==> src/rtl/lane_scroller_if.sv <==
// Bus between game-state logic (master) and the lane scroller (slave).
// No backpressure: config inputs are level signals, load is a per-lane strobe, and tick/wrapped are one-cycle qualifiers.
interface lane_scroller_if #(
  parameter int NUM_LANES = 4,
  parameter int POS_W     = 10,
  parameter int STEP_W    = 3,
  parameter int SCORE_W   = 8
);
  logic                           enable;
  logic [SCORE_W-1:0]             score;
  logic [NUM_LANES-1:0]           dir;
  logic [NUM_LANES*STEP_W-1:0]    step;
  logic [NUM_LANES-1:0]           load;
  logic [NUM_LANES*POS_W-1:0]     start_pos;
  logic [NUM_LANES*POS_W-1:0]     pos;
  logic                           tick;
  logic [NUM_LANES-1:0]           wrapped;

  modport master (
    output enable, score, dir, step, load, start_pos,
    input  pos, tick, wrapped
  );

  modport slave (
    input  enable, score, dir, step, load, start_pos,
    output pos, tick, wrapped
  );
endinterface

==> src/rtl/lane_scroller.sv <==
// Multi-lane horizontal obstacle scroller: one score-scaled move timer drives
// NUM_LANES modular x-positions with per-lane direction, step and reload.
module lane_scroller #(
  parameter int NUM_LANES    = 4,
  parameter int POS_W        = 10,
  parameter int SCREEN_WIDTH = 640,
  parameter int STEP_W       = 3,
  parameter int CTR_W        = 18,
  parameter int BASE_PERIOD  = 15000,
  parameter int MIN_PERIOD   = 1000,
  parameter int SCORE_W      = 8,
  parameter int SCORE_SHIFT  = 5
) (
  input  logic           clk,
  input  logic           reset,
  lane_scroller_if.slave bus
);
  localparam logic [POS_W:0] SCREEN = (POS_W+1)'(SCREEN_WIDTH);
  localparam logic [CTR_W:0] BASE   = (CTR_W+1)'(BASE_PERIOD);
  localparam logic [CTR_W:0] FLOOR  = (CTR_W+1)'(MIN_PERIOD);

  logic [CTR_W-1:0]                   ctr;
  logic [CTR_W:0]                     score_scaled;
  logic [CTR_W:0]                     period_raw;
  logic [CTR_W-1:0]                   period;
  logic [CTR_W-1:0]                   last_count;
  logic                               fire;
  logic [NUM_LANES-1:0][POS_W-1:0]    pos_q;
  logic [NUM_LANES-1:0][POS_W-1:0]    next_pos;
  logic [NUM_LANES-1:0][POS_W-1:0]    start_clean;
  logic [NUM_LANES-1:0]               next_wrap;
  logic [NUM_LANES-1:0]               wrapped_q;
  logic                               tick_q;

  function automatic logic [POS_W-1:0] sanitise(input logic [POS_W-1:0] v);
    return ({1'b0, v} >= SCREEN) ? '0 : v;
  endfunction

  // The top bit of period_raw flags a negative period; >= lets a mid-count speed-up fire at once.
  always_comb begin
    score_scaled = (CTR_W+1)'(bus.score) << SCORE_SHIFT;
    period_raw   = BASE - score_scaled;
    if (period_raw[CTR_W] || (period_raw < FLOOR)) begin
      period = CTR_W'(MIN_PERIOD);
    end else begin
      period = period_raw[CTR_W-1:0];
    end
    last_count = period - CTR_W'(1);
    fire       = bus.enable && (ctr >= last_count);
  end

  always_comb begin
    logic [POS_W:0] cur;
    logic [POS_W:0] stp;
    logic [POS_W:0] sum;
    next_pos    = pos_q;
    next_wrap   = '0;
    start_clean = '0;
    cur         = '0;
    stp         = '0;
    sum         = '0;
    for (int i = 0; i < NUM_LANES; i++) begin
      start_clean[i] = sanitise(bus.start_pos[i*POS_W +: POS_W]);
      cur = {1'b0, pos_q[i]};
      stp = (POS_W+1)'(bus.step[i*STEP_W +: STEP_W]);
      sum = cur + stp;
      // Load wins over a coincident move for its own lane only.
      if (bus.load[i]) begin
        next_pos[i] = start_clean[i];
      end else if (fire) begin
        if (!bus.dir[i]) begin
          if (sum >= SCREEN) begin
            next_pos[i]  = POS_W'(sum - SCREEN);
            next_wrap[i] = 1'b1;
          end else begin
            next_pos[i] = POS_W'(sum);
          end
        end else if (cur < stp) begin
          next_pos[i]  = POS_W'(cur + SCREEN - stp);
          next_wrap[i] = 1'b1;
        end else begin
          next_pos[i] = POS_W'(cur - stp);
        end
      end
    end
  end

  always_ff @(posedge clk) begin
    if (reset) begin
      ctr       <= '0;
      tick_q    <= 1'b0;
      wrapped_q <= '0;
      pos_q     <= start_clean;
    end else begin
      tick_q    <= fire;
      wrapped_q <= next_wrap;
      pos_q     <= next_pos;
      if (bus.enable) begin
        ctr <= fire ? '0 : ctr + CTR_W'(1);
      end
    end
  end

  assign bus.pos     = pos_q;
  assign bus.tick    = tick_q;
  assign bus.wrapped = wrapped_q;
endmodule
==> src/flat_wrapper.sv <==
// flat-port wrapper written by rule: the top's interface ports become plain ports
module lane_scroller_flat 
#(
  parameter int NUM_LANES    = 4,
  parameter int POS_W        = 10,
  parameter int SCREEN_WIDTH = 640,
  parameter int STEP_W       = 3,
  parameter int CTR_W        = 18,
  parameter int BASE_PERIOD  = 15000,
  parameter int MIN_PERIOD   = 1000,
  parameter int SCORE_W      = 8,
  parameter int SCORE_SHIFT  = 5
)
  (clk, reset, bus_enable, bus_score, bus_dir, bus_step, bus_load, bus_start_pos, bus_pos, bus_tick, bus_wrapped);
  lane_scroller_if #(.NUM_LANES(NUM_LANES), .POS_W(POS_W), .STEP_W(STEP_W), .SCORE_W(SCORE_W)) bus_i ();
  input  logic clk;
  input  logic reset;
  input wire logic [$bits(bus_i.enable)-1:0] bus_enable;
  input wire logic [$bits(bus_i.score)-1:0] bus_score;
  input wire logic [$bits(bus_i.dir)-1:0] bus_dir;
  input wire logic [$bits(bus_i.step)-1:0] bus_step;
  input wire logic [$bits(bus_i.load)-1:0] bus_load;
  input wire logic [$bits(bus_i.start_pos)-1:0] bus_start_pos;
  output wire logic [$bits(bus_i.pos)-1:0] bus_pos;
  output wire logic [$bits(bus_i.tick)-1:0] bus_tick;
  output wire logic [$bits(bus_i.wrapped)-1:0] bus_wrapped;
  assign bus_i.enable = bus_enable;
  assign bus_i.score = bus_score;
  assign bus_i.dir = bus_dir;
  assign bus_i.step = bus_step;
  assign bus_i.load = bus_load;
  assign bus_i.start_pos = bus_start_pos;
  assign bus_pos = bus_i.pos;
  assign bus_tick = bus_i.tick;
  assign bus_wrapped = bus_i.wrapped;
  lane_scroller #(.NUM_LANES(NUM_LANES), .POS_W(POS_W), .SCREEN_WIDTH(SCREEN_WIDTH), .STEP_W(STEP_W), .CTR_W(CTR_W), .BASE_PERIOD(BASE_PERIOD), .MIN_PERIOD(MIN_PERIOD), .SCORE_W(SCORE_W), .SCORE_SHIFT(SCORE_SHIFT)) u_core (.clk(clk), .reset(reset), .bus(bus_i));
endmodule
==> config.mk <==
export PLATFORM = sky130hd
export DESIGN_NAME = lane_scroller_flat
export DESIGN_NICKNAME = d
export VERILOG_FILES = /design/src/rtl/lane_scroller_if.sv /design/src/rtl/lane_scroller.sv /design/src/flat_wrapper.sv
export SDC_FILE = /design/constraint.sdc
export NUM_CORES = 1
export LEC_CHECK = 0
export BUFFER_PORTS_ARGS = -buffer_cell sky130_fd_sc_hd__buf_2
export CAP_MARGIN = 20
export CORE_MARGIN = 3
export CORE_UTILIZATION = 40
export DETAILED_ROUTE_END_ITERATION = 12
export SLEW_MARGIN = 20
export SYNTH_ARGS = -nofsm -noshare
export SYNTH_HDL_FRONTEND = slang
export SYNTH_SLANG_ARGS = --single-unit
export TNS_END_PERCENT = 5
==> constraint.sdc <==
create_clock -name clk -period 4.5 [get_ports clk]
set_input_delay 0.45 -clock clk [delete_from_list [all_inputs] [get_ports clk]]
set_output_delay 0.45 -clock clk [all_outputs]
set_load 0.005 [all_outputs]
==> out/qor.yml <==
synth_area_leaders: "sky130_fd_sc_hd__ha_1 (17%), sky130_fd_sc_hd__edfxtp_1 (15%), sky130_fd_sc_hd__xnor2_1 (7.9%), sky130_fd_sc_hd__dfxtp_1 (5.9%), sky130_fd_sc_hd__inv_1 (5.2%)"
postSynthNetCount: 1172
r2r_setup_slk_ns: 1.30
core_area_mm2: 0.0190
ctsResizeCount: 0
grtUsageTotal_pct: 18.4
antenna_found_initial: 0
clock.fmax_mhz: 312
postCtsHoldBufs: 0
power-per-cell-area_mw_per_mm2: 283
grt_first_pass_wirelength_um: 33000
detail-route-antenna-nets: 0
finalInstanceArea_mm2: 0.00888
route.detailed.wl_per_inst_um: 15.0
unrepaired_setup_endpoints_after_global_routing: "false"
place_ws_ns: 1.07
min_from: "bus_start_pos[32]"
fillerInstances: 1910
drv_cap: 0
hold_path_class: "input port to flop"
worst_skew_pair.late_latency_ns: 0.33
fraction_of_synthesis_flops_using_an_asynchronous_set_or_reset_pin_pct: 0
grt.overflow.total: 0
placement.io_buffers: 115
vias: 6935
timing_max_transition_violations_final: 0
critPathRequiredTime_ns: 4.57
reg2regPathDepth: 9
rows: 50
floorplan.die.width_um: 146
rr_endpoint: "u_core.bus.pos[18]$_DFFE_PP_"
setup_slack_ns: 1.30
dp_hpwl_um: 16200
ys_warn_count: 0
worstReg2RegStart: "u_core.bus.pos[12]$_DFFE_PP_"
worst_setup_path_end_kind: "flop"
ir_drop_uv: 147
route.detailed.vias_per_inst: 5.19
leakage_nw: 3.98
globalplace.congestion: 0.860
fin_worst_skew_ns: 0.00552
num-nets-final: 1265
die_height_um: 146
cts-htree-levels: 3
grt_pass1_vias: 6559
post-cts-setup-buffer-count: 0
run_status: "finished, final reports clean"
drt_iter0_drc: 361
cts.sink_count: 63
post_synth_instance_area_mm2: 0.00784
synth-seq-cells: 63
route.detailed.drc: 0
synth.largest_area_cell: "sky130_fd_sc_hd__ha_1"
postSynth.topFlopCell: "sky130_fd_sc_hd__edfxtp_1"
synth_top_cell_area_share_pct: 17.2
synth-edff-count: 40
drive_above_1_share_pct: 13.8
cts_tree: "built"
initial_utilization_pct: 41.4
finalSetupViolations: 0
buffer_depth_of_the_longest_clock_path: 2
synth-seq-area-share_pct: 21.2
placement.cell_area_mm2: 0.00859
wl_um: 20000
avgSynthCellArea_um2: 8.02
layout_commonest_cell: "sky130_fd_sc_hd__buf_2"
layout-area-overhead-vs-synth_pct: 13.3
clk_root_buffer_cell: "sky130_fd_sc_hd__clkbuf_16"
min_period_ns: 3.20
floorplan.die_area_mm2: 0.0213
min_path_cells: 3
whs_endpoint: "u_core.bus.pos[32]$_DFFE_PP_"
tightestPinTransition_ns: 0.900
finalHoldViolCount: 0
final.setup.tns_ns: 0
clk_pin_slew_ns: 0.06
crit_path_max_fanout: 11
critical_path_arrival_ns: 3.28
drt_pre_antenna_iters: 5
cts_buffers: 9
antennaDiodeCount: 0
max-slew-margin-rel_pct: 39.8
post_synth_inst_count: 977
mostFrequentLayoutCells: "sky130_fd_sc_hd__buf_2 (115), sky130_fd_sc_hd__inv_1 (109), sky130_fd_sc_hd__ha_1 (108)"
netlist-cell-type-count: 77
critical_path.startpoint_type: "flop"
ios: 116
final_period_util_pct: 71.2
worstSetupPathType: "flop to flop"
grt_start_max_net_pins: 24
cells in the mapped netlist (13+ instances only):
cell,instances
sky130_fd_sc_hd__nand3_1,28
sky130_fd_sc_hd__inv_1,109
sky130_fd_sc_hd__nor2_1,87
sky130_fd_sc_hd__o21ai_1,13
sky130_fd_sc_hd__dfxtp_1,23
sky130_fd_sc_hd__nand2b_1,15
sky130_fd_sc_hd__fa_1,16
sky130_fd_sc_hd__nor3_1,24
sky130_fd_sc_hd__ha_1,108
sky130_fd_sc_hd__a21oi_1,53
sky130_fd_sc_hd__nand2_1,92
sky130_fd_sc_hd__o21ai_0,47
sky130_fd_sc_hd__xnor2_1,71
sky130_fd_sc_hd__clkbuf_1,25
sky130_fd_sc_hd__edfxtp_1,40
sky130_fd_sc_hd__a31oi_1,14
sky130_fd_sc_hd__o211ai_1,15
sky130_fd_sc_hd__xor2_1,23
per-layer routing:
metal,up-vias,GRT usage (%),part of all wire [%]
met2,135,29.6,45
met5,-,0,0
met1,3208,26.9,51
met4,0,3.53,0.84
met3,13,2.15,3.4
li1,3579,-,-
final cells by class:
cell class / instances / area [um^2] / share of cell area (%)
clock inverter: 6 / 61.3 / 0.690
clock buffer: 10 / 229 / 2.58
inverter: 111 / 417 / 4.69
timing repair buffer: 115 / 576 / 6.48
multi-input combinational: 770 / 5610 / 63.2
tap: 260 / 325 / 3.66
sequential: 63 / 1660 / 18.7
through the flow:
| step | utilization, % | hold WS (ns) | std cells | total power [mW] |
|---|---|---|---|---|
| CTS | 46.9 | 0.393 | 1335 | 2.53 |
| global route | 46.9 | 0.405 | 1335 | 2.71 |
| finish | 46.9 | 0.404 | 1335 | 2.51 |
| detailed placement | 45.3 | 0.509 | 1319 | 1.85 |
| global placement | 45.3 | 0.496 | 1319 | 1.85 |
| floorplan | - | 0.479 | 977 | 1.56 |
worst max path at each step:
| stage | start | end | slack [ns] | cells after the start |
|---|---|---|---|---|
| floorplan | bus_step[5] | u_core.bus.pos[18]$_DFFE_PP_ | 1.45 | 11 |
| global placement | bus_score[0] | u_core.bus.pos[10]$_DFFE_PP_ | 1.16 | 12 |
| detailed placement | bus_score[0] | u_core.ctr[16]$_SDFFE_PP0P_ | 1.07 | 13 |
| CTS | u_core.bus.pos[12]$_DFFE_PP_ | u_core.bus.pos[18]$_DFFE_PP_ | 1.29 | 9 |
| global route | u_core.bus.pos[20]$_DFFE_PP_ | u_core.bus.pos[28]$_DFFE_PP_ | 1.05 | 11 |
| finish | u_core.bus.pos[12]$_DFFE_PP_ | u_core.bus.pos[18]$_DFFE_PP_ | 1.30 | 9 |
flip-flops by register name, indices dropped and copies added (netlist names):
name                flops
u_core.ctr             18
u_core.bus.wrapped      4
u_core.bus.pos         40
u_core.bus.tick         1
critical path, cell delays in order (launching register included):
cell and delay, ns:
sky130_fd_sc_hd__edfxtp_1 0.43, sky130_fd_sc_hd__ha_1 0.47, sky130_fd_sc_hd__a221o_2 0.51, sky130_fd_sc_hd__nor2_1 0.26
sky130_fd_sc_hd__xnor2_1 0.13, sky130_fd_sc_hd__ha_1 0.26, sky130_fd_sc_hd__nand2b_2 0.20, sky130_fd_sc_hd__nand3_2 0.10
sky130_fd_sc_hd__mux2_4 0.30, sky130_fd_sc_hd__a311o_1 0.31
cell families (layout without fill, tap and decap cells):
group           count (synthesis)  count (layout)  synth area share [%]
simple gates                  318             318                  19.6
compound gates                219             219                  18.2
buf+inv                       144             242                  7.20
fa+ha+maj                     124             124                  21.3
xor+xnor                       94              94                  10.5
flops                          63              63                  21.2
mux                            14              14                  1.95
other cells                     1               1                0.0478
report_power, final:
| group | internal (mW) | switching [mW] |
|---|---|---|
| combinational | 0.468 | 0.600 |
| clock | 0.426 | 0.244 |
| sequential | 0.676 | 0.0999 |
Power figures use the tool's default switching activity.
